--- src/rtl/serial_add_pkg.sv ---
// Shared definitions for the bit-serial adder sequencer.
// The FSM state type lives here so that the RTL and any checkers use one encoding.
package serial_add_pkg;

    typedef enum logic [1:0] {
        S_IDLE = 2'd0,
        S_RUN  = 2'd1,
        S_DONE = 2'd2
    } state_e;

endpackage

--- src/rtl/serial_adder_ctrl_fa.sv ---
// One-bit full adder cell, purely combinational.
// This is the single arithmetic cell that the sequencer time-shares.
module fa (
    input  logic a,
    input  logic b,
    input  logic cin,
    output logic s,
    output logic cout
);

    assign s    = a ^ b ^ cin;
    assign cout = (a & b) | (a & cin) | (b & cin);

endmodule

--- src/rtl/serial_adder_ctrl.sv ---
// Bit-serial adder sequencer: one full adder cell is reused for WIDTH cycles,
// LSB first, with a start/busy/done handshake toward the requester.
module serial_adder_ctrl
    import serial_add_pkg::*;
#(
    parameter int WIDTH = 8,
    parameter int CNT_W = 5
) (
    input  logic             clk,
    input  logic             rst,
    input  logic             start,
    input  logic [WIDTH-1:0] a,
    input  logic [WIDTH-1:0] b,
    input  logic             cin,
    output logic             busy,
    output logic             done,
    output logic [WIDTH-1:0] sum,
    output logic             cout
);

    localparam logic [CNT_W-1:0] CNT_LAST = CNT_W'(WIDTH - 1);

    state_e             state_q, state_d;
    logic [WIDTH-1:0]   a_sr_q, a_sr_d;
    logic [WIDTH-1:0]   b_sr_q, b_sr_d;
    logic [WIDTH-1:0]   s_sr_q, s_sr_d;
    logic               c_q, c_d;
    logic [CNT_W-1:0]   cnt_q, cnt_d;
    logic [WIDTH-1:0]   sum_q, sum_d;
    logic               cout_q, cout_d;
    logic               busy_q, busy_d;
    logic               done_q, done_d;
    logic               fa_s;
    logic               fa_cout;
    logic [WIDTH-1:0]   s_next_s;

    fa u_fa (
        .a    (a_sr_q[0]),
        .b    (b_sr_q[0]),
        .cin  (c_q),
        .s    (fa_s),
        .cout (fa_cout)
    );

    // Fresh sum bit enters at the MSB; after WIDTH shifts bit 0 holds the LSB result.
    assign s_next_s = WIDTH'({fa_s, s_sr_q} >> 1'b1);

    // Next-state, datapath and output-register decode.
    always_comb begin
        state_d = state_q;
        a_sr_d  = a_sr_q;
        b_sr_d  = b_sr_q;
        s_sr_d  = s_sr_q;
        c_d     = c_q;
        cnt_d   = cnt_q;
        sum_d   = sum_q;
        cout_d  = cout_q;
        case (state_q)
            S_IDLE: begin
                if (start) begin
                    a_sr_d  = a;
                    b_sr_d  = b;
                    c_d     = cin;
                    cnt_d   = '0;
                    state_d = S_RUN;
                end else begin
                    state_d = S_IDLE;
                end
            end
            S_RUN: begin
                a_sr_d = a_sr_q >> 1'b1;
                b_sr_d = b_sr_q >> 1'b1;
                s_sr_d = s_next_s;
                c_d    = fa_cout;
                cnt_d  = cnt_q + CNT_W'(1);
                if (cnt_q == CNT_LAST) begin
                    sum_d   = s_next_s;
                    cout_d  = fa_cout;
                    state_d = S_DONE;
                end else begin
                    state_d = S_RUN;
                end
            end
            S_DONE: begin
                state_d = S_IDLE;
            end
            default: begin
                state_d = S_IDLE;
            end
        endcase
        busy_d = (state_d != S_IDLE);
        done_d = (state_d == S_DONE);
    end

    // State, datapath and output registers; reset discards any in-flight operation.
    always_ff @(posedge clk or posedge rst) begin
        if (rst) begin
            state_q <= S_IDLE;
            a_sr_q  <= '0;
            b_sr_q  <= '0;
            s_sr_q  <= '0;
            c_q     <= 1'b0;
            cnt_q   <= '0;
            sum_q   <= '0;
            cout_q  <= 1'b0;
            busy_q  <= 1'b0;
            done_q  <= 1'b0;
        end else begin
            state_q <= state_d;
            a_sr_q  <= a_sr_d;
            b_sr_q  <= b_sr_d;
            s_sr_q  <= s_sr_d;
            c_q     <= c_d;
            cnt_q   <= cnt_d;
            sum_q   <= sum_d;
            cout_q  <= cout_d;
            busy_q  <= busy_d;
            done_q  <= done_d;
        end
    end

    assign busy = busy_q;
    assign done = done_q;
    assign sum  = sum_q;
    assign cout = cout_q;

endmodule

--- config.mk ---
export PLATFORM = sky130hd
export DESIGN_NAME = serial_adder_ctrl
export DESIGN_NICKNAME = d
export VERILOG_FILES = /design/src/rtl/serial_add_pkg.sv /design/src/rtl/serial_adder_ctrl_fa.sv /design/src/rtl/serial_adder_ctrl.sv
export SDC_FILE = /design/constraint.sdc
export NUM_CORES = 1
export LEC_CHECK = 0
export CAP_MARGIN = 20
export CORE_MARGIN = 10
export CORE_UTILIZATION = 51
export CTS_CLUSTER_DIAMETER = 80
export CTS_CLUSTER_SIZE = 30
export DETAILED_ROUTE_END_ITERATION = 6
export PLACE_DENSITY = 0.9
export SLEW_MARGIN = 0
export SYNTH_ARGS = -nofsm -noshare
export SYNTH_HDL_FRONTEND = slang
export SYNTH_SLANG_ARGS = --single-unit
--- constraint.sdc ---
create_clock -name clk -period 1.8 [get_ports clk]
set_input_delay 0.36 -clock clk [delete_from_list [all_inputs] [get_ports clk]]
set_output_delay 0.36 -clock clk [all_outputs]
set_load 0.03 [all_outputs]
After elaboration in Yosys (flattened, before gate mapping)
Cells that the tools add are included.

cells by class
  add/subtract/negate cells = 1
  equality and inequality tests = 4
  multiplexer cells = 11
  bitwise logic cells = 7
  reduce and logical (&&, ||, !) cells = 5

operator list
  kind                                            number
  one-hot mux 8 bit (2 select lines)              2
  2-to-1 mux 8 bit                                2
  one-hot mux 5 bit (2 select lines)              1
  adder 5 x 1 -> 5 bit (second input constant)    1
  == test 5 x 3 -> 1 bit (second input constant)  1
  2-to-1 mux 5 bit                                1
  one-hot mux 2 bit (2 select lines)              1
  AND reduction 2 bit                             2
  nonzero test 2 bit                              2
  bitwise AND 1 bit                               3
  == test 2 x 1 -> 1 bit (second input constant)  1
  == test 2 bit (second input constant)           1
  logical NOT 2 bit                               1
  2-to-1 mux 1 bit                                2
  2-to-1 mux 2 bit                                1
  != test 2 bit (second input constant)           1
  bitwise OR 1 bit                                2
  one-hot mux 1 bit (2 select lines)              1
  bitwise XOR 1 bit                               2

storage, ports and cells
  bits in registers = 43
  input port bits = 20
  output and inout port bits = 11
  word-level logic and storage cells = 38

Longest topological paths before layout
Gate-level depths: netlist of run 1.

  depth after elaboration = 4
  depth in mapped cells = 5

Cells and area by module
Synthesis of run 1 repeated with hierarchy kept, for this count alone.

unflattened totals
  cell total of the unflattened synthesis = 146
  area total of the unflattened synthesis = 1786.7 um^2

by module, submodules not included
  module             instances  cells an instance  area each (um^2)
  serial_adder_ctrl  1          145                1766.7
  fa                 1          1                  20.0

Least setup slack after synthesis of run 1
No wires, ideal clock.

  path kind = reg-to-reg
  start point = reg cnt_q[0]
  end point = reg cout_q, in the netlist cout
  setup time = 0.125 ns
  arrival = 1.397 ns
  data required time = 1.675 ns
  slack = 0.277 ns
  stages on the path, launching flop included = 6
  period minus slack after synthesis = 1.523 ns
  cell sequence = dfrtp_1 ha_1 and4bb_1 and2_4 buf_12 mux2_4

on the way
  cells in the longest elaborated chain, start to end = 2

ends and longest elaborated chain
  what                           line                      source
  from (decl)                    serial_adder_ctrl.sv:28   logic [CNT_W-1:0] cnt_q, cnt_d;
  from (signal assigned)         serial_adder_ctrl.sv:114  cnt_q <= cnt_d;
  == test 5 x 3 -> 1 bit         serial_adder_ctrl.sv:76   if (cnt_q == CNT_LAST) begin
  AND reduction 2 bit (no line)  --
  to (signal assigned)           serial_adder_ctrl.sv:116  cout_q <= cout_d;
  to (decl)                      serial_adder_ctrl.sv:30   logic cout_q, cout_d;

Every way passes these cells.
A chain may end at the register's enable or synchronous reset.

Final worst setup path of run 1
  start point = reg done_q, in the netlist done
  end point = out done

RTL lines
  what                    line                      source
  from (decl)             serial_adder_ctrl.sv:32   logic done_q, done_d;
  from (signal assigned)  serial_adder_ctrl.sv:118  done_q <= done_d;
  to (decl)               serial_adder_ctrl.sv:16   output logic done,

No word-level cell between the ends.

==> results.json, run 1 <==
{
  "status": "finished clean",
  "synthArstFlopShare": 1.00,
  "clock-sinks": 42,
  "power_frac_comb": 0.413,
  "synth_fp_nets": 180,
  "routed_wirelength_um": 3360,
  "grt_overflow": 0,
  "cts_buffer_depth": 2,
  "netlist_area_um2": 1780,
  "root_buffer": "clkbuf_4",
  "r2r_start": "cnt_q[0]$_DFFE_PP0P_",
  "postSynthRegisterBits": 42,
  "startpoint": "done$_DFF_PP0_",
  "post_cts_resized": 0,
  "rrSetupSlack_ns": 0.19,
  "switching_share": 0.368,
  "p_leak_nw": 1.20,
  "drtAntennaViolNets": 0,
  "io_pins": 31,
  "area_growth_syn_to_layout_pct": 25.9,
  "dp_hpwl_um": 2440,
  "clk_pin_slew_ns": 0.12,
  "maxCapViolations": 0,
  "coreArea_um2": 3360,
  "slew_viol_final": 0,
  "via_per_inst": 5.09,
  "layout_common_cells": "dfrtp_1 (42), nand2_1 (26), clkdlybuf4s50_1 (21)",
  "pwr-share-seq": 0.430,
  "synth_edf_count": 0,
  "slew-limit-headroom": 0.780,
  "die_x_um": 79,
  "numCtsBuffers": 5,
  "period_share": 0.958,
  "path_delay_family": "buffers and inverters",
  "switching_power_w": 0.00139,
  "cp.buffers_inverters": 1,
  "setup_slack_ns": 0.0757,
  "grt_pass1_vias": 1359,
  "holdBufCountCts": 0,
  "syn_area_per_cell_um2": 11.2,
  "worst-path-max-fanout": 1,
  "post_cts_buffers": 0,
  "cp-end-kind": "primary output",
  "final_core_util": 0.664,
  "setup_viol": 0,
  "fin_tns_setup_ns": 0,
  "drt-initial-drc-count": 90,
  "synth_cells": 158,
  "p_int_w": 0.00238,
  "hold_class": "in -> async",
  "path_cells": "clkdlybuf4s50_1",
  "worst_setup_path_start_kind": "register",
  "max_freq_mhz": 580,
  "grt_max_degree": 43,
  "seq_area_frac_synth": 0.592,
  "powerDensity_nw_per_um2": 1690,
  "nets": 216,
  "antenna_found_initial": 0,
  "n_antenna_cell": 0,
  "grt_setup_unrepaired": "no",
  "firstDrtPassIters": 4,
  "dp_slack_ns": 0.0341,
  "crit_slowest_cell": "clkdlybuf4s50_1",
  "tightest_slew_ns": 0.329,
  "fp.dieH_um": 79,
  "clkPwrFrac": 0.157,
  "cts_tree": "done",
  "io_buffers": 30,
  "gp_congestion": 0.727,
  "htree_levels": 2,
  "yosys_most_used_dff": "dfrtp_1",
  "dr_total_vias": 1227,
  "cpPeakStageDelay_ns": 0.66,
  "initial_core_util": 0.528,
  "ir_worst_vdd_mv": 0.911,
  "wl_per_cell_um": 14.0,
  "grt_usage": 0.120,
  "cp.required_ns": 1.44,
  "ys_warn_count": 0,
  "clk-insertion-delay-late_ns": 0.36,
  "layout-drive-gt1-share": 0.138,
  "row_count": 21,
  "skew_ns": 0.00725,
  "grt_pass1_wl_um": 6070,
  "layout_commonest_cell": "dfrtp_1",
  "synthDistinctLibCells": 26,
  "period_needed_ns": 1.72,
  "die_area_um2": 6240,
  "fillers": 274,
  "arrival_ns": 1.36,
  "hold_viol_final": 0,
  "worstSetupPathType": "reg -> out",
  "drc": 0
}
## power groups by stage
stage / Sequential (W) / Clock (W) / Combinational, W
after global routing: 0.00168 / 0.000639 / 0.00174
after CTS: 0.00163 / 0.000602 / 0.00159
after floorplan: 0.00177 / 0 / 0.000947
after global placement: 0.00161 / 0 / 0.00152
final: 0.00162 / 0.000590 / 0.00156
after detailed placement: 0.00164 / 0 / 0.00159
## state kept, by name (all words and copies together), names as in the netlist
register  count
s_sr_q        7
done          1
a_sr_q        8
cnt_q         5
cout          1
c_q           1
sum           8
busy          1
b_sr_q        8
state_q       2
## Yosys cell counts, types with 3 or more instances
cell type	count	share of area
dfrtp_1	42	0.59
nand2_1	26	0.055
inv_1	19	0.040
a21oi_1	15	0.042
o22ai_1	15	0.053
mux2_4	9	0.076
buf_2	5	0.014
nand3_1	3	0.0085
## layer usage
layer,routed length [µm],track usage,vias to the layer above
met5,0,0,-
met4,57,0.0484,0
met3,156,0.0428,6
met2,1650,0.201,25
met1,1500,0.136,590
li1,-,-,606
## final timing paths
kind | cells past startpoint | end
worst max-delay path | 1 | done
worst min-delay path | 3 | a_sr_q[1]$_DFFE_PP0P_
worst max register to register | 4 | sum[5]$_DFFE_PP0P_
worst min register to register | 1 | cnt_q[4]$_DFFE_PP0P_
max in group asynchronous | 3 | sum[2]$_DFFE_PP0P_
min in group clk | 1 | cnt_q[4]$_DFFE_PP0P_
## cells by family (layout without fill, tap and decap cells)
family,after synthesis,in the layout,synth area share
flip-flops,42,42,0.592
AND/OR/NAND/NOR,38,38,0.103
AO/OA/AOI/OAI,37,37,0.119
buffers and inverters,28,65,0.0803
multiplexers,11,11,0.0874
adder cells (fa/ha/maj),2,2,0.0183
## final cells by class
cell class	count	area, µm²	share of cell area
inverters	19	71.3	0.0319
clock inverters	3	40.0	0.0179
multi-input cells	88	582	0.260
flip-flops and latches	42	1050	0.470
repair buffers	38	395	0.177
well taps	46	57.6	0.0258
clock buffers	5	37.5	0.0168
## stage by stage
| stage | instances | area (µm²) | hold slack, ns | total power [W] |
|---|---|---|---|---|
| after floorplan | 158 | 1780 | 0.437 | 0.00272 |
| after global placement | 233 | 2130 | 0.454 | 0.00313 |
| after detailed placement | 233 | 2130 | 0.474 | 0.00323 |
| after CTS | 241 | 2210 | 0.340 | 0.00382 |
| after global routing | 241 | 2230 | 0.362 | 0.00407 |
| final | 241 | 2230 | 0.342 | 0.00377 |
## tightest hold or removal path: cells and delay by family
kind	cells	cell delay (ns)
buf+inv	3	0.72
Power figures use the tool's default switching activity.
==> inputs of run 2 (changes only) <==
--- a/config.mk
+++ b/config.mk
@@ -16,3 +16,4 @@
 export SYNTH_ARGS = -nofsm -noshare
 export SYNTH_HDL_FRONTEND = slang
 export SYNTH_SLANG_ARGS = --single-unit
+export TNS_END_PERCENT = 10
==> results of run 2 <==
The final DEF is identical to that of run 1; final timing and power are the same.
